===== config.mk =====
export PLATFORM = sky130hd
export DESIGN_NAME = rr_burst_sched_flat
export DESIGN_NICKNAME = d
export VERILOG_FILES = /design/src/rtl/rr_burst_sched_pkg.sv /design/src/rtl/rr_burst_sched_if.sv /design/src/rtl/rr_burst_sched_pick4.sv /design/src/rtl/rr_burst_sched.sv /design/src/flat_wrapper.sv
export SDC_FILE = /design/constraint.sdc
export NUM_CORES = 1
export LEC_CHECK = 0
export ABC_AREA = 1
export CORE_UTILIZATION = 52
export CTS_CLUSTER_DIAMETER = 200
export DETAILED_ROUTE_END_ITERATION = 16
export PLACE_DENSITY = 0.88
export SYNTH_ARGS = -nofsm -noshare
export SYNTH_HDL_FRONTEND = slang
export SYNTH_SLANG_ARGS = --single-unit
export TNS_END_PERCENT = 50

===== constraint.sdc =====
create_clock -name clk -period 2.1 [get_ports clk]
set_clock_uncertainty 0.1 [all_clocks]
set_input_delay 0.42 -clock clk [delete_from_list [all_inputs] [get_ports clk]]
set_output_delay 0.42 -clock clk [all_outputs]
set_load 0.05 [all_outputs]

===== src/rtl/rr_burst_sched_pkg.sv =====
// Shared types and constants for the weighted round-robin burst scheduler.
package rr_sched_pkg;

   localparam int N     = 4;
   localparam int WGT_W = 4;
   localparam int TO_W  = 8;
   localparam int ID_W  = 2;

   typedef enum logic [1:0] {
      IDLE  = 2'd0,
      GRANT = 2'd1,
      GAP   = 2'd2
   } state_t;

   // One-hot grant vector for a requester index.
   function automatic logic [N-1:0] onehot4(input logic [ID_W-1:0] id);
      logic [N-1:0] v;
      v     = '0;
      v[id] = 1'b1;
      return v;
   endfunction

endpackage


===== src/rtl/rr_burst_sched_if.sv =====
// Requester-side bundle of the scheduler: request/last strobes, per-grant
// configuration, and the registered grant outputs that drive the resource mux.
interface rr_burst_sched_if;
   import rr_sched_pkg::*;

   logic [N-1:0]       req;
   logic [N-1:0]       last;
   logic [N*WGT_W-1:0] weight;
   logic [TO_W-1:0]    timeout;
   logic [N-1:0]       gnt;
   logic [ID_W-1:0]    gnt_id;
   logic               busy;
   logic               to_evt;

   modport master (
      output req, last, weight, timeout,
      input  gnt, gnt_id, busy, to_evt
   );

   modport slave (
      input  req, last, weight, timeout,
      output gnt, gnt_id, busy, to_evt
   );

endinterface


===== src/rtl/rr_burst_sched_pick4.sv =====
// Round-robin picker: first set request bit searching upward from ptr, mod 4.
module rr_pick4
   import rr_sched_pkg::*;
(
   input  logic [N-1:0]    req,
   input  logic [ID_W-1:0] ptr,
   output logic [ID_W-1:0] sel,
   output logic            any
);

   logic [ID_W-1:0] idx;

   // Walk offsets from farthest to nearest so the nearest set bit wins.
   always_comb begin
      sel = ptr;
      any = 1'b0;
      idx = '0;
      for (int k = N - 1; k >= 0; k--) begin
         idx = ptr + ID_W'(k);
         if (req[idx]) begin
            sel = idx;
            any = 1'b1;
         end
      end
   end

endmodule


===== src/rtl/rr_burst_sched.sv =====
// Weighted round-robin scheduler with grant hold, watchdog and a dead cycle
// between grants so the resource mux never switches between two live owners.
//
// state | meaning
// ------+-------------------------------------------------------------
// IDLE  | no owner; pick next requester from ptr on any request
// GRANT | owner gnt_id holds the resource; count last strobes / watchdog
// GAP   | one dead cycle after release, gnt = 0, then back to IDLE
module rr_burst_sched
   import rr_sched_pkg::*;
(
   input logic         clk,
   input logic         rst,
   rr_burst_sched_if.slave bus
);

   state_t          state_q, state_d;
   logic [ID_W-1:0] ptr_q, ptr_d;
   logic [WGT_W-1:0] credit_q, credit_d;
   logic [TO_W-1:0] timer_q, timer_d;
   logic [TO_W-1:0] to_lat_q, to_lat_d;
   logic [N-1:0]    gnt_q, gnt_d;
   logic [ID_W-1:0] gnt_id_q, gnt_id_d;
   logic            busy_q, busy_d;
   logic            to_evt_q, to_evt_d;

   logic [ID_W-1:0]  pick_sel;
   logic             pick_any;
   logic [WGT_W-1:0] wgt_arr [N];
   logic [WGT_W-1:0] wgt_pick;
   logic [WGT_W-1:0] credit_dec;
   logic             req_g;
   logic             last_g;
   logic             wd_on;
   logic             release_now;

   rr_pick4 u_pick (
      .req (bus.req),
      .ptr (ptr_q),
      .sel (pick_sel),
      .any (pick_any)
   );

   for (genvar i = 0; i < N; i++) begin : g_wgt
      assign wgt_arr[i] = bus.weight[i*WGT_W +: WGT_W];
   end

   assign wgt_pick   = wgt_arr[pick_sel];
   assign credit_dec = credit_q - WGT_W'(1);
   assign req_g      = bus.req[gnt_id_q];
   assign last_g     = bus.last[gnt_id_q];
   assign wd_on      = (to_lat_q != '0);

   // State and datapath registers; everything the requesters see is registered here.
   always_ff @(posedge clk or posedge rst) begin
      if (rst) begin
         state_q  <= IDLE;
         ptr_q    <= '0;
         credit_q <= '0;
         timer_q  <= '0;
         to_lat_q <= '0;
         gnt_q    <= '0;
         gnt_id_q <= '0;
         busy_q   <= 1'b0;
         to_evt_q <= 1'b0;
      end else begin
         state_q  <= state_d;
         ptr_q    <= ptr_d;
         credit_q <= credit_d;
         timer_q  <= timer_d;
         to_lat_q <= to_lat_d;
         gnt_q    <= gnt_d;
         gnt_id_q <= gnt_id_d;
         busy_q   <= busy_d;
         to_evt_q <= to_evt_d;
      end
   end

   // Next-state logic: grant from IDLE, hold/release rules in GRANT, dead cycle in GAP.
   always_comb begin
      state_d     = state_q;
      ptr_d       = ptr_q;
      credit_d    = credit_q;
      timer_d     = timer_q;
      to_lat_d    = to_lat_q;
      gnt_d       = gnt_q;
      gnt_id_d    = gnt_id_q;
      busy_d      = busy_q;
      to_evt_d    = 1'b0;
      release_now = 1'b0;

      unique case (state_q)
         IDLE: begin
            if (pick_any) begin
               state_d  = GRANT;
               gnt_d    = onehot4(pick_sel);
               gnt_id_d = pick_sel;
               busy_d   = 1'b1;
               credit_d = (wgt_pick == '0) ? WGT_W'(1) : wgt_pick;
               timer_d  = bus.timeout;
               to_lat_d = bus.timeout;
            end
         end
         GRANT: begin
            // last beats a simultaneous watchdog expiry, so no to_evt then.
            if (!req_g) begin
               release_now = 1'b1;
            end else if (last_g) begin
               credit_d = credit_dec;
               if (credit_dec == '0) begin
                  release_now = 1'b1;
               end else begin
                  timer_d = to_lat_q;
               end
            end else if (wd_on && timer_q == TO_W'(1)) begin
               release_now = 1'b1;
               to_evt_d    = 1'b1;
            end else if (wd_on) begin
               timer_d = timer_q - TO_W'(1);
            end

            if (release_now) begin
               state_d = GAP;
               ptr_d   = gnt_id_q + ID_W'(1);
               gnt_d   = '0;
               busy_d  = 1'b0;
            end
         end
         GAP: begin
            state_d = IDLE;
         end
         default: begin
            state_d = IDLE;
         end
      endcase
   end

   assign bus.gnt    = gnt_q;
   assign bus.gnt_id = gnt_id_q;
   assign bus.busy   = busy_q;
   assign bus.to_evt = to_evt_q;

endmodule

===== src/flat_wrapper.sv =====
// flat-port wrapper written by rule: the top's interface ports become plain ports
module rr_burst_sched_flat import rr_sched_pkg::*;
  (clk, rst, bus_req, bus_last, bus_weight, bus_timeout, bus_gnt, bus_gnt_id, bus_busy, bus_to_evt);
  rr_burst_sched_if bus_i ();
  input logic clk;
  input logic rst;
  input wire logic [$bits(bus_i.req)-1:0] bus_req;
  input wire logic [$bits(bus_i.last)-1:0] bus_last;
  input wire logic [$bits(bus_i.weight)-1:0] bus_weight;
  input wire logic [$bits(bus_i.timeout)-1:0] bus_timeout;
  output wire logic [$bits(bus_i.gnt)-1:0] bus_gnt;
  output wire logic [$bits(bus_i.gnt_id)-1:0] bus_gnt_id;
  output wire logic [$bits(bus_i.busy)-1:0] bus_busy;
  output wire logic [$bits(bus_i.to_evt)-1:0] bus_to_evt;
  assign bus_i.req = bus_req;
  assign bus_i.last = bus_last;
  assign bus_i.weight = bus_weight;
  assign bus_i.timeout = bus_timeout;
  assign bus_gnt = bus_i.gnt;
  assign bus_gnt_id = bus_i.gnt_id;
  assign bus_busy = bus_i.busy;
  assign bus_to_evt = bus_i.to_evt;
  rr_burst_sched u_core (.clk(clk), .rst(rst), .bus(bus_i));
endmodule

==> flow_summary_export.csv <==
group,metric,value,unit
outcome,status,"finished, final reports clean",
routing,vias,2380,
synthesis,synth_cell_types,33,
synthesis,synth-main-ff-cell,"dfrtp_1",
final_layout,layout.nets,423,
final_layout,drive_gt1_share,28.2,%
synthesis,synth_edf_count,0,
clock_network,clk_latency,290,ps
power_and_ir_drop,peakVddDrop,0.000935,V
floorplanning,ioPinCount,42,
routing,via_per_inst,5.46,
critical_path,cp-start-kind,"flip-flop",
grt,track_usage,28.0,%
floorplanning,die_h,67.6,µm
placed_design,hpwl,4230,µm
synthesis,async_flop_share,100,%
power_and_ir_drop,p_per_area,1960,mW/mm²
timing,whs,372,ps
timing,drv_slew,0,
critical_path,crit_fanout,8,
timing,period_share,97.6,%
floorplanning,dieArea,0.00457,mm²
timing,setup_viol,0,
critical_path,cp-end-kind,"flip-flop",
floorplanning,die_x,67.6,µm
final_layout,layout.cells.non_filler,436,
clock_network,cts_root_buf,"clkbuf_8",
synthesis,synthesis.nets,353,
clock_network,cts-hold-fix-buffers,0,
synthesis,synth_area,0.00224,mm²
clock_network,cts_max_path_buffers,2,
critical_path,cp_top_family,"simple AND/OR/NAND/NOR gates",
floorplanning,placementRows,23,
placed_design,dp_slack,-378,ps
routing,first_pass_iters,5,
critical_path,r2r_cells,14,
floorplanning,core,0.00406,mm²
clock_network,cts_tree,"yes",
critical_path,cp.depth,14,
synthesis,synth_seq_cells,32,
grt,grt_pass1_vias,2170,
critical_path,critPathRequiredTime,2180,ps
critical_path,worstPathArrival,2120,ps
flow_run,maxCapViolCount,0,
timing,hold_violations,0,
routing,drt_iter0_drc,194,
synthesis,synth_warnings,0,
placed_design,gp_congestion,0.896,
critical_path,cp_cell_sequence,"inv_8 -> nand2_2 -> nand2_2 -> nand2_1 -> nand2_2 -> buf_4 -> nor2_2 -> nand3_2 -> nand3_2 -> inv_2 -> o21ai_4 -> clkinv_4 -> nand2_1 -> o21ai_2",
synthesis,ys_seq_area_share,35.8,%
grt,grt_max_degree,33,
synthesis,avgSynthCellArea,7.10,µm²
timing,fin_crit,2050,ps
timing,finalWorstSetupSlack,51.1,ps
clock_network,cts.clk_slew.worst_paths,60,ps
critical_path,critPathSlowestCell,"dfrtp_2",
timing,rsz0062_at_grt,"true",
timing,max-slew-margin-rel,65.7,%
critical_path,slowest_delay,510,ps
grt,antenna_found_initial,0,
clock_network,numCtsBuffers,5,
critical_path,crit_path_frequent_cell,"nand2_2",
clock_network,cts.sinks,32,
min_path,hold_class,"reg -> reg",
timing,fmax,488,MHz
final_layout,antennaDiodeCount,0,
power_and_ir_drop,leakagePower,1.57,nW
grt,grt_pass1_wl,9460,µm
final_layout,syn2layout_area_growth,37.9,%
routing,drcViolationCount,0,
clock_network,h-tree-depth,2,
min_path,min_path_cells,2,
routing,wl_per_cell,14.1,µm
placed_design,port_buffers,41,
routing,routed_wl,6130,µm
floorplanning,initial_core_util,55.1,%
critical_path,crit_type,"reg -> reg",
timing,tightest_slew,513,ps
critical_path,worst-path-buf-inv,4,
synthesis,synth_cells,315,
grt,grt-ovfl-total,0,
final_layout,nFillCells,305,
placed_design,placed_cells,423,
routing,ant_nets,0,
## repair_timing
action	CTS	global route
pin swaps	1	5
resized for setup	6	34
setup endpoints to repair	10	17
gates cloned	0	2
setup buffers	0	3
## through the flow
stage	setup TNS [ps]	power (W)	utilization, %	cell area [µm²]
5_1_grt	-769	0.00657	76.0	3080
3_5_place_dp	-6120	0.00500	70.0	2840
2_1_floorplan	0	0.00385	-	2240
4_1_cts	0	0.00556	72.6	2950
3_3_place_gp	-4250	0.00488	70.0	2840
6_report	0	0.00604	76.0	3080
## tightest hold or removal path: stages (launching register included)
cell	delay, ps
dfrtp_1	340
nand2_1	60
nand2_1	50
## power by group
| group | internal [W] | switching, W |
|---|---|---|
| clock network | 0.000261 | 0.000230 |
| registers | 0.000927 | 0.000268 |
| logic | 0.00173 | 0.00262 |
| total | 0.00292 | 0.00312 |
## worst paths after layout
check	start	endpoint	slack, ps
min in group asynchronous	rst	u_core.to_lat_q[7]	420
setup / recovery	u_core.ptr_q[0]	u_core.timer_q[0]	50
hold / removal	u_core.bus.busy	u_core.bus.busy	370
max in group asynchronous	rst	u_core.bus.gnt_id[0]	1170
setup reg to reg	u_core.ptr_q[0]	u_core.timer_q[0]	50
hold reg to reg	u_core.bus.busy	u_core.bus.busy	370
## flip-flops by register name, summed over array words and instances, names as in the netlist
| register | count |
|---|---|
| u_core.bus.gnt_id | 2 |
| u_core.bus.busy | 1 |
| u_core.bus.to_evt | 1 |
| u_core.state_q | 2 |
| u_core.credit_q | 4 |
| u_core.bus.gnt | 4 |
| u_core.ptr_q | 2 |
| u_core.timer_q | 8 |
| u_core.to_lat_q | 8 |
## cell usage in the layout (no fill, tap or decap), types with 2 or more instances in the layout
master           instances
nand2_1                 77
inv_2                    9
o211ai_1                 2
nand3_2                  8
o31ai_2                  2
o21ai_0                 26
dfrtp_1                 29
o21ai_1                  2
nor2_2                   7
nor2_1                  17
nor3_1                   2
nand2_2                 19
nand3_1                 23
clkbuf_8                 6
dfrtp_2                  3
dlymetal6s2s_1           4
nand2_4                  3
buf_4                   27
buf_6                    4
ha_1                     4
clkdlybuf4s50_1         35
o21ai_2                  7
nand4_2                  2
xor2_1                   3
o22ai_1                  3
clkinv_2                 2
nand4_1                  7
a21oi_1                  9
inv_1                   31
## synthesized netlist by cell type (4+ instances only)
cell / number / area share [%]
ha_1: 4 / 2.2
dfrtp_1: 32 / 36
nand4_1: 7 / 2.0
nand2_1: 83 / 14
o21ai_2: 8 / 3.1
o21ai_0: 26 / 5.8
nand2_2: 14 / 3.9
a21oi_1: 9 / 2.0
clkbuf_1: 4 / 0.67
inv_1: 34 / 5.7
nand3_1: 27 / 6.0
nand3_2: 4 / 1.8
nor2_1: 22 / 3.7
inv_2: 7 / 1.2
## kinds of logic after synthesis
family / share of synthesized area [%]
AO/OA/AOI/OAI: 14.9
XOR/XNOR: 1.57
adder cells (fa/ha/maj): 2.24
buffers and inverters: 10.1
flip-flops: 35.8
AND/OR/NAND/NOR: 35.3
## routing by layer
metal  vias up  share of wire, %  global-route usage [%]
li1       1160                 -                       -
met1      1108                41                    33.7
met2        91                50                    47.8
met3        21               6.5                    6.08
met4         0               2.2                    11.4
met5         -                 0                       0
## layout make-up
class	instances	area [µm²]	area share, %
clock buffer	6	82.6	2.68
clock inverter	2	10.0	0.325
timing repair buffer	71	653	21.2
inverter	42	170	5.52
sequential	32	805	26.1
tap	50	62.6	2.03
timing repair inverter	1	6.26	0.203
multi-input combinational	232	1290	42.0
No activity file was read; power rests on OpenSTA's default activity.
